$ cat config.mk
export PLATFORM = sky130hd
export DESIGN_NAME = pipe_ctrl_flat
export DESIGN_NICKNAME = d
export VERILOG_FILES = /design/src/rtl/pipe_ctrl_if.sv /design/src/rtl/pipe_ctrl.sv /design/src/flat_wrapper.sv
export SDC_FILE = /design/constraint.sdc
export NUM_CORES = 1
export LEC_CHECK = 0
export BUFFER_PORTS_ARGS = -buffer_cell sky130_fd_sc_hd__buf_4
export CAP_MARGIN = 40
export CORE_MARGIN = 2
export CORE_UTILIZATION = 40
export DETAILED_ROUTE_END_ITERATION = 6
export PLACE_DENSITY_LB_ADDON = 0.05
export SYNTH_ARGS = -nofsm -noshare
export SYNTH_HDL_FRONTEND = slang
export SYNTH_SLANG_ARGS = --single-unit
$ cat constraint.sdc
create_clock -name clk -period 2.2 [get_ports clk]
set_clock_uncertainty 0.05 [all_clocks]
set_input_delay 0.22 -clock clk [delete_from_list [all_inputs] [get_ports clk]]
set_output_delay 0.22 -clock clk [all_outputs]
set_load 0.01 [all_outputs]
$ cat src/rtl/pipe_ctrl_if.sv
// Pipeline-control bundle between the stage/CP0 side and pipe_ctrl.
// Latency: none, wires only.
// Backpressure: none; the stall vector is the flow control it carries.
interface pipe_ctrl_if #(
    parameter int STALL_CNT_W = 32
);
    // Requests and exception reports towards the controller
    logic [3:0]             stall_req;
    logic                   ibus_busy;
    logic                   exc_valid;
    logic [5:0]             exc_type;
    logic                   exc_eret;
    logic [31:0]            cp0_epc;

    // Controller responses
    logic [3:0]             stall;
    logic                   exception;
    logic [31:0]            new_pc;
    logic                   busy;
    logic [STALL_CNT_W-1:0] stall_cnt;
    logic [7:0]             exc_cnt;
    logic [5:0]             exc_code;   // last accepted exc_type, debug only

    modport master (
        output stall_req, ibus_busy, exc_valid, exc_type, exc_eret, cp0_epc,
        input  stall, exception, new_pc, busy, stall_cnt, exc_cnt, exc_code
    );

    modport slave (
        input  stall_req, ibus_busy, exc_valid, exc_type, exc_eret, cp0_epc,
        output stall, exception, new_pc, busy, stall_cnt, exc_cnt, exc_code
    );
endinterface

$ cat src/rtl/pipe_ctrl.sv
// Merges stage stall requests and sequences exception/ERET redirects (drain ibus, then 1-cycle flush).
// Latency: stall is combinational; flush pulse 1 cycle after acceptance, or 1 cycle after ibus is seen idle.
// Backpressure: holds every stage (stall=4'hF) while an accepted redirect waits for the ibus to drain.
module pipe_ctrl #(
    parameter logic [31:0] EXC_VECTOR  = 32'hBFC00380,
    parameter int          STALL_CNT_W = 32
) (
    input  logic       clk,
    input  logic       rst,
    pipe_ctrl_if.slave bus
);

    typedef enum logic [1:0] {
        ST_RUN      = 2'd0,
        ST_DRAIN    = 2'd1,
        ST_REDIRECT = 2'd2
    } state_t;

    state_t                 r_state;
    state_t                 w_state_nxt;
    logic [3:0]             w_stall;
    logic                   w_accept;
    logic [31:0]            w_target;

    logic [31:0]            r_target;
    logic [5:0]             r_exc_code;
    logic                   r_exception;
    logic [31:0]            r_new_pc;
    logic [STALL_CNT_W-1:0] r_stall_cnt;
    logic [7:0]             r_exc_cnt;

    // ERET redirects to EPC; every other exception goes to the fixed vector
    assign w_target = bus.exc_eret ? bus.cp0_epc : EXC_VECTOR;

    // Next-state and stall vector; only RUN can accept an event, so the first one wins
    always_comb begin
        w_state_nxt = r_state;
        w_stall     = 4'b0000;
        w_accept    = 1'b0;
        case (r_state)
            ST_RUN: begin
                if (bus.exc_valid) begin
                    // exception overrides any stall request this cycle
                    w_accept    = 1'b1;
                    w_state_nxt = bus.ibus_busy ? ST_DRAIN : ST_REDIRECT;
                end else begin
                    w_stall = bus.stall_req;
                end
            end
            ST_DRAIN: begin
                w_stall = 4'b1111;
                if (!bus.ibus_busy) begin
                    w_state_nxt = ST_REDIRECT;
                end
            end
            ST_REDIRECT: begin
                // flush is on the wire now; anything reported this cycle is being killed
                w_state_nxt = ST_RUN;
            end
            default: begin
                w_state_nxt = ST_RUN;
            end
        endcase
    end

    // State register; reset aborts any pending redirect
    always_ff @(posedge clk) begin
        if (rst) begin
            r_state <= ST_RUN;
        end else begin
            r_state <= w_state_nxt;
        end
    end

    // Capture redirect target and exception code at acceptance
    always_ff @(posedge clk) begin
        if (rst) begin
            r_target   <= 32'h0;
            r_exc_code <= 6'h0;
        end else if (w_accept) begin
            r_target   <= w_target;
            r_exc_code <= bus.exc_type;
        end
    end

    // Registered flush pulse and redirect PC, live only for the REDIRECT cycle
    always_ff @(posedge clk) begin
        if (rst) begin
            r_exception <= 1'b0;
            r_new_pc    <= 32'h0;
        end else if (w_state_nxt == ST_REDIRECT) begin
            r_exception <= 1'b1;
            // on the idle-bus path the target is not in r_target yet
            r_new_pc    <= (r_state == ST_RUN) ? w_target : r_target;
        end else begin
            r_exception <= 1'b0;
            r_new_pc    <= 32'h0;
        end
    end

    // Stall-cycle counter, wraps naturally
    always_ff @(posedge clk) begin
        if (rst) begin
            r_stall_cnt <= '0;
        end else if (w_stall != 4'b0000) begin
            r_stall_cnt <= r_stall_cnt + STALL_CNT_W'(1);
        end
    end

    // Accepted-event counter, saturating at 8'hFF
    always_ff @(posedge clk) begin
        if (rst) begin
            r_exc_cnt <= 8'h0;
        end else if (w_accept && (r_exc_cnt != 8'hFF)) begin
            r_exc_cnt <= r_exc_cnt + 8'd1;
        end
    end

    assign bus.stall     = w_stall;
    assign bus.exception = r_exception;
    assign bus.new_pc    = r_new_pc;
    assign bus.busy      = (r_state != ST_RUN);
    assign bus.stall_cnt = r_stall_cnt;
    assign bus.exc_cnt   = r_exc_cnt;
    assign bus.exc_code  = r_exc_code;

endmodule

$ cat src/flat_wrapper.sv
// flat-port wrapper written by rule: the top's interface ports become plain ports
module pipe_ctrl_flat 
#(
    parameter logic [31:0] EXC_VECTOR  = 32'hBFC00380,
    parameter int          STALL_CNT_W = 32
)
  (clk, rst, bus_stall_req, bus_ibus_busy, bus_exc_valid, bus_exc_type, bus_exc_eret, bus_cp0_epc, bus_stall, bus_exception, bus_new_pc, bus_busy, bus_stall_cnt, bus_exc_cnt, bus_exc_code);
  pipe_ctrl_if #(.STALL_CNT_W(STALL_CNT_W)) bus_i ();
  input  logic clk;
  input  logic rst;
  input wire logic [$bits(bus_i.stall_req)-1:0] bus_stall_req;
  input wire logic [$bits(bus_i.ibus_busy)-1:0] bus_ibus_busy;
  input wire logic [$bits(bus_i.exc_valid)-1:0] bus_exc_valid;
  input wire logic [$bits(bus_i.exc_type)-1:0] bus_exc_type;
  input wire logic [$bits(bus_i.exc_eret)-1:0] bus_exc_eret;
  input wire logic [$bits(bus_i.cp0_epc)-1:0] bus_cp0_epc;
  output wire logic [$bits(bus_i.stall)-1:0] bus_stall;
  output wire logic [$bits(bus_i.exception)-1:0] bus_exception;
  output wire logic [$bits(bus_i.new_pc)-1:0] bus_new_pc;
  output wire logic [$bits(bus_i.busy)-1:0] bus_busy;
  output wire logic [$bits(bus_i.stall_cnt)-1:0] bus_stall_cnt;
  output wire logic [$bits(bus_i.exc_cnt)-1:0] bus_exc_cnt;
  output wire logic [$bits(bus_i.exc_code)-1:0] bus_exc_code;
  assign bus_i.stall_req = bus_stall_req;
  assign bus_i.ibus_busy = bus_ibus_busy;
  assign bus_i.exc_valid = bus_exc_valid;
  assign bus_i.exc_type = bus_exc_type;
  assign bus_i.exc_eret = bus_exc_eret;
  assign bus_i.cp0_epc = bus_cp0_epc;
  assign bus_stall = bus_i.stall;
  assign bus_exception = bus_i.exception;
  assign bus_new_pc = bus_i.new_pc;
  assign bus_busy = bus_i.busy;
  assign bus_stall_cnt = bus_i.stall_cnt;
  assign bus_exc_cnt = bus_i.exc_cnt;
  assign bus_exc_code = bus_i.exc_code;
  pipe_ctrl #(.EXC_VECTOR(EXC_VECTOR), .STALL_CNT_W(STALL_CNT_W)) u_core (.clk(clk), .rst(rst), .bus(bus_i));
endmodule
==> summary.md, run 1 <==
| Metric | Value |
|---|---|
| Clk buf depth | 2 |
| Hold Crit Endpoint | u_core.bus.exc_code[1]$_SDFFE_PP0P_ |
| Dominant cell type by area after synthesis | dfxtp_1 |
| Top-count cell post-synth | dfxtp_1 |
| I/O Buffers | 130 |
| Vias in the first global route | 4000 |
| Unrepaired setup endpoints after global routing | no |
| Initial antenna violation count | 0 |
| Tcrit/Tclk final | 0.9142 |
| Die Wd | 110.9 microns |
| Syn nets | 594 |
| DIE AREA | 0.01230 sq mm |
| Slowest CP cell | or4_1 |
| Mean Syn Cell Area | 8.386 sq um |
| Inserted Clock Buffers | 17 |
| #FFs+latches synth | 113 |
| Top post-synthesis cells by count | 113 x dfxtp_1, 66 x a21oi_1, 65 x nand2_1, 58 x nand3_1, 55 x nor2_1 |
| WP data arrival | 2.28 ns |
| GRT Total Usage | 0.1925 |
| Layout net count | 719 |
| Slack of the critical path | 0.1888 ns |
| Number of synthesized flops with an enable pin | 0 |
| FFs w/ async S/R, synth | 0 |
| Max transition margin | 0.4088 |
| Starting Density | 0.4055 |
| Routed Antenna Nets | 0 |
| First-pass GRT wire length | 19550 microns |
| Vias per inst | 5.261 |
| Status | completed |
| Clock Sinks | 113 |
| Power Total | 0.004916 W |
| Hold_buf cts | 0 |
| Detailed-route DRC error count | 0 |
| Clock Latency Late Sink | 0.40 ns |
| First-pass DRT Iterations | 7 |
| Tightest Pin Transition | 0.8868 ns |
| Max VDD drop | 0.5680 mV |
| Total grt overflow | 0 |
| Final Slew Violations | 0 |
| Syn Std Cell Area | 0.004571 sq mm |
| Fraction of layout cells with a size suffix above 1 | 0.2589 |
| Combinational power share | 0.092 |
| Fmax | 497.2 MHz |
| H-Tree Depth | 4 |
| Critical-path maximum fanout | 8 |
| Rows | 39 |
| Register share of total power | 0.441 |
| Synth top area share | 0.4949 |
| Max-cap violations | 0 |
| Synth area leaders | dfxtp_1 49%, a21oi_1 7.2%, nand3_1 6.4%, nand2_1 5.3%, a211oi_1 5.3% |
| Syn-to-layout area delta | 35.53% |
| WP buf/inv | 0 |
| Leakage | 2.447 nW |
| Hold Path Cell Cnt | 3 |
| FILL cells | 1053 |
| Final setup violation count | 0 |
| Yosys cell types | 34 |
| R2R Setup Slk | 0.19 ns |
| Req. time, crit path | 2.47 ns |
| CP endpoint kind | register |
| Final HPWL DP | 7341 microns |
| CTS tree | built |
| Initial DRC count | 184 |
| CP top delay family | simple AND/OR/NAND/NOR gates |
| Crit-path cells | and4_1 -> nand3_1 -> or2_2 -> or4_1 -> a21oi_1 |
| Gpl congestion | 0.7694 |
| Crit path kind | register to register |
| Pre-CTS setup slack | 0.1082 ns |
| Clock power share | 0.468 |
| TNS Setup | 0 ns |
| Synth warnings | 0 |
| Wirelength per Cell | 14.25 microns |
| Ant diodes | 0 |
| Tmin final | 2.011 ns |
| Core Area | 0.01127 sq mm |
| Post-synthesis sequential area ratio | 0.4949 |
| Placed cells | 792 |
| PD cells | 793.6 mW/mm^2 |
| Final hold violation count | 0 |
| Non-Filler Instances | 819 |
| Vias | 4309 |
| Psw | 0.001127 W |
| Cells after synthesis | 545 |
| Boundary Pins | 131 |
| Int Power | 0.003789 W |
| Largest net degree at the start of global routing | 80 |
| Worst Reg2Reg Path Length in Cells | 5 |
| RR Endpoint | u_core.bus.stall_cnt[25]$_SDFFE_PP0P_ |
| Critical Path Max Stage Delay | 0.51 ns |
| Hold path start | bus_exc_type[1] |
| Chip height | 110.9 microns |
| Setup crit start kind | register |
| Reg-to-Reg Start | u_core.bus.stall_cnt[19]$_SDFFE_PP0P_ |
| Switching portion of total power | 0.2292 |
| Clock slew at reported path FFs | 0.05 ns |
| Most used DFF post-synth | dfxtp_1 |
| Clock Tree Root | clkbuf_16 |
| Routed WL | 11670 microns |
| Fin util | 0.5496 |
| Hold crit path type | input port to register |
| Multi-input gate area | 0.002093 sq mm |
| Storage cell area | 0.002262 sq mm |
## power groups by stage
stage / registers, W / clock network (W) / logic, W
floorplan: 0.00221 / 0 / 0.000237
global placement: 0.00220 / 0 / 0.000447
detailed placement: 0.00220 / 0 / 0.000453
CTS: 0.00216 / 0.00235 / 0.000455
global route: 0.00217 / 0.00245 / 0.000499
finish: 0.00217 / 0.00230 / 0.000450
## final cells by class
class,count,area share
well taps,143,0.02888
clock inverters,2,0.001616
multi-input cells,377,0.3379
repair buffers,148,0.1814
inverters,13,0.007877
flip-flops and latches,113,0.3652
clock buffers,23,0.07716
## worst reg2reg max path, delay by kind of cell, from the launching register on
kind,cells,cell delay [ns]
AO/OA/AOI/OAI,1,0.15
flip-flops,1,0.46
AND/OR/NAND/NOR,4,1.28
## flip-flops by register name (all words and copies together), names as in the netlist
name	count
u_core.r_state	2
u_core.r_target	32
u_core.bus.new_pc	32
u_core.bus.exc_code	6
u_core.bus.stall_cnt	32
u_core.bus.exc_cnt	8
u_core.bus.exception	1
## per-layer routing
| metal | vias to the layer above | track usage | wire, microns |
|---|---|---|---|
| met5 | - | 0 | 0 |
| met4 | 0 | 0.05667 | 140 |
| met3 | 10 | 0.07162 | 816 |
| met2 | 125 | 0.3125 | 5584 |
| met1 | 2019 | 0.2398 | 5127 |
| li1 | 2155 | - | - |
## how the worst max path moves through the flow
stage / start / to / slack, ns / cells past startpoint
after floorplan: u_core.r_state[1]$_SDFF_PP0_ / u_core.bus.stall_cnt[21]$_SDFFE_PP0P_ / 0.26 / 7
after global placement: u_core.bus.stall_cnt[5]$_SDFFE_PP0P_ / u_core.bus.stall_cnt[31]$_SDFFE_PP0P_ / 0.19 / 5
after detailed placement: u_core.bus.stall_cnt[5]$_SDFFE_PP0P_ / u_core.bus.stall_cnt[31]$_SDFFE_PP0P_ / 0.11 / 5
after CTS: u_core.bus.stall_cnt[5]$_SDFFE_PP0P_ / u_core.bus.stall_cnt[31]$_SDFFE_PP0P_ / 0.08 / 5
after global routing: u_core.bus.stall_cnt[5]$_SDFFE_PP0P_ / u_core.bus.stall_cnt[20]$_SDFFE_PP0P_ / 0.06 / 6
final: u_core.bus.stall_cnt[19]$_SDFFE_PP0P_ / u_core.bus.stall_cnt[25]$_SDFFE_PP0P_ / 0.19 / 5
## through the flow
step	instance area, sq um	hold WS (ns)
after floorplan	4571	0.3060
after global placement	5688	0.3914
after detailed placement	5688	0.3969
after CTS	6176	0.007731
after global routing	6195	0.003983
final	6195	0.01739
## cells by family (layout without fill, tap and decap cells)
family | Yosys count | after routing | share of synthesized area
AND/OR/NAND/NOR | 227 | 227 | 0.2352
AO/OA/AOI/OAI | 124 | 124 | 0.1675
flip-flops | 113 | 113 | 0.4949
buffers and inverters | 55 | 186 | 0.05064
XOR/XNOR | 23 | 23 | 0.04407
adder cells (fa/ha/maj) | 2 | 2 | 0.005474
multiplexers | 1 | 1 | 0.002190
## cells in the final DEF, fill, tap and decap left out, types with 4 or more instances in the layout
cell type	netlist	layout
or4_1	11	11
nand3_1	58	58
buf_4	0	147
inv_1	13	13
a21oi_1	66	66
nor2b_1	13	13
o31ai_1	9	9
a211oi_1	32	32
nor3_1	5	5
nand2_1	65	65
a21o_1	4	4
dfxtp_1	113	113
nor2_1	55	54
and4_1	4	4
nand4_1	6	6
xnor2_1	22	22
clkbuf_16	0	17
## timing repair
item | 4_1_cts | 5_1_grt
resized for setup | 0 | 3
endpoints found under the setup margin | 0 | 6
buffers inserted | 0 | 2
Power figures use the tool's default switching activity.
==> run 2, diff against run 1 <==
--- a/config.mk
+++ b/config.mk
@@ -8,7 +8,7 @@
 export BUFFER_PORTS_ARGS = -buffer_cell sky130_fd_sc_hd__buf_4
 export CAP_MARGIN = 40
 export CORE_MARGIN = 2
-export CORE_UTILIZATION = 40
+export CORE_UTILIZATION = 30
 export DETAILED_ROUTE_END_ITERATION = 6
 export PLACE_DENSITY_LB_ADDON = 0.05
 export SYNTH_ARGS = -nofsm -noshare
==> run 2 against run 1 <==
Net effect: worst hold slack got worse by 0.0028 ns; first-iteration DRC count fell by 1.6%; fmax fell by 0.40%; cell count rose by 7.4%; largest power group unchanged; routed wire length rose by 13%; global-route usage fell by 2.7 points.
==> summary.md, run 2 (synthesized netlist as in run 1, its figures left out) <==
| Metric | Value |
|---|---|
| Max VDD drop | 0.5106 mV |
| Inserted Clock Buffers | 17 |
| Met2 GRT Util | 0.2617 |
| Boundary Pins | 131 |
| Routed WL | 13150 microns |
| Ant diodes | 0 |
| Tcrit/Tclk final | 0.9178 |
| DIE AREA | 0.01624 sq mm |
| Max-cap violations | 0 |
| Clock slew at reported path FFs | 0.05 ns |
| Clock Tree Root | clkbuf_16 |
| Clk buf depth | 2 |
| Fmax | 495.2 MHz |
| Tightest Pin Transition | 0.7223 ns |
| Clock Latency Late Sink | 0.41 ns |
| Vias per inst | 4.916 |
| Post-DP Area | 0.005827 sq mm |
| Layout net count | 730 |
| Final Slew Violations | 0 |
| Req. time, crit path | 1.93 ns |
| Crit path kind | register to primary output |
| Critical-path maximum fanout | 21 |
| CP top delay family | buffers and inverters |
| Initial antenna violation count | 0 |
| Core Area | 0.01503 sq mm |
| Initial DRC count | 181 |
| Met1 usage | 0.2092 |
| GRT Total Usage | 0.1658 |
| Total grt overflow | 0 |
| Switching portion of total power | 0.2210 |
| Slowest CP cell | inv_1 |
| Most frequent cells in the layout | 156 x buf_4, 113 x dfxtp_1, 66 x a21oi_1 |
| Starting Density | 0.3040 |
| Vias in the first global route | 4151 |
| Final hold violation count | 0 |
| Crit-path cells | nor2_4 -> inv_1 -> buf_4 |
| Final setup violation count | 0 |
| CP endpoint kind | primary output |
| WP buf/inv | 2 |
| CTS tree | built |
| Clock power share | 0.518 |
| Gpl congestion | 0.8053 |
| GRT met3 Usage | 0.05235 |
| Int Power | 0.004262 W |
| Register share of total power | 0.395 |
| Final hold slack | 0.01459 ns |
| WP data arrival | 1.75 ns |
| Hold crit path type | input port to register |
| PD cells | 848.3 mW/mm^2 |
| Die Wd | 127.4 microns |
| Rows | 45 |
| Leading cell type in the layout, fill and taps excluded | buf_4 |
| FILL cells | 1489 |
| Max transition margin | 0.5179 |
| Clock Sinks | 113 |
| Placed cells | 848 |
| Final Cell Area | 0.006450 sq mm |
| # Post-CTS Setup Buffers | 0 |
| Fraction of layout cells with a size suffix above 1 | 0.2702 |
| Detailed-route DRC error count | 0 |
| Leakage | 2.553 nW |
| Fin util | 0.4290 |
| Routed Antenna Nets | 0 |
| Setup crit start kind | register |
| Largest net degree at the start of global routing | 53 |
| Non-Filler Instances | 880 |
| Critical Path Max Stage Delay | 0.54 ns |
| Status | completed |
| Syn-to-layout area delta | 41.12% |
| Busiest layer in global routing | met2 |
| First-pass DRT Iterations | 4 |
| First-pass GRT wire length | 21340 microns |
| Combinational power share | 0.086 |
| Vias | 4326 |
| Wirelength per Cell | 14.94 microns |
| H-Tree Depth | 4 |
| Tmin final | 2.019 ns |
| Final HPWL DP | 8794 microns |
| I/O Buffers | 130 |
| Psw | 0.001209 W |
| Chip height | 127.4 microns |
## run 2: cell type report
class                   count  area, sq um  area share
clock buffers              24        471.7     0.07313
inverters                  13        48.80    0.007565
repair buffers            159         1211      0.1878
clock inverters             6        130.1     0.02017
flip-flops and latches    113         2262      0.3507
multi-input cells         377         2091      0.3242
well taps                 188        235.2     0.03647
## run 2: path summary, 6_finish.rpt
check                                                           from  slack, ns  cells after the start                               endpoint
worst max register to register  u_core.bus.stall_cnt[9]$_SDFFE_PP0P_       0.19                      5  u_core.bus.stall_cnt[16]$_SDFFE_PP0P_
worst min-delay path                                 bus_exc_type[4]       0.01                      3    u_core.bus.exc_code[4]$_SDFFE_PP0P_
worst min register to register      u_core.r_target[10]$_SDFFE_PP0P_       0.40                      2       u_core.r_target[10]$_SDFFE_PP0P_
worst max-delay path                    u_core.r_state[0]$_SDFF_PP0_       0.18                      3                               bus_busy
## run 2: worst min-delay path: cells and delay by family
kind                   cells  cell delay (ns)
AOI/OAI and AO/OA          1             0.05
buffers and inverters      1             0.11
and+or+nand+nor            1             0.05
## run 2: timing repair
item                                   4_1_cts  5_1_grt
endpoints found under the hold margin        2        0
hold buffers                                 2        0
gates resized for setup                      0        1
setup endpoints to repair                    0        1
## run 2: metrics by stage
stage          TNS [ns]  power [W]  setup slack [ns]
6_report              0   0.005471            0.1808
3_5_place_dp          0   0.002680            0.1829
4_1_cts               0   0.005541            0.1181
2_1_floorplan         0   0.002450            0.2574
5_1_grt        -0.02007   0.005702          -0.02007
3_3_place_gp          0   0.002670            0.1398
## run 2: per-layer routing
layer	part of all wire	wire, microns
met3	0.066	871
met5	0	0
met1	0.46	6049
met4	0.018	239
met2	0.46	5989
## run 2: power groups by stage
stage | Combinational (W) | Clock [W] | Sequential [W]
2_1_floorplan | 0.000237 | 0 | 0.00221
4_1_cts | 0.000482 | 0.00290 | 0.00216
5_1_grt | 0.000532 | 0.00300 | 0.00217
6_report | 0.000473 | 0.00284 | 0.00216
3_3_place_gp | 0.000467 | 0 | 0.00220
3_5_place_dp | 0.000476 | 0 | 0.00220
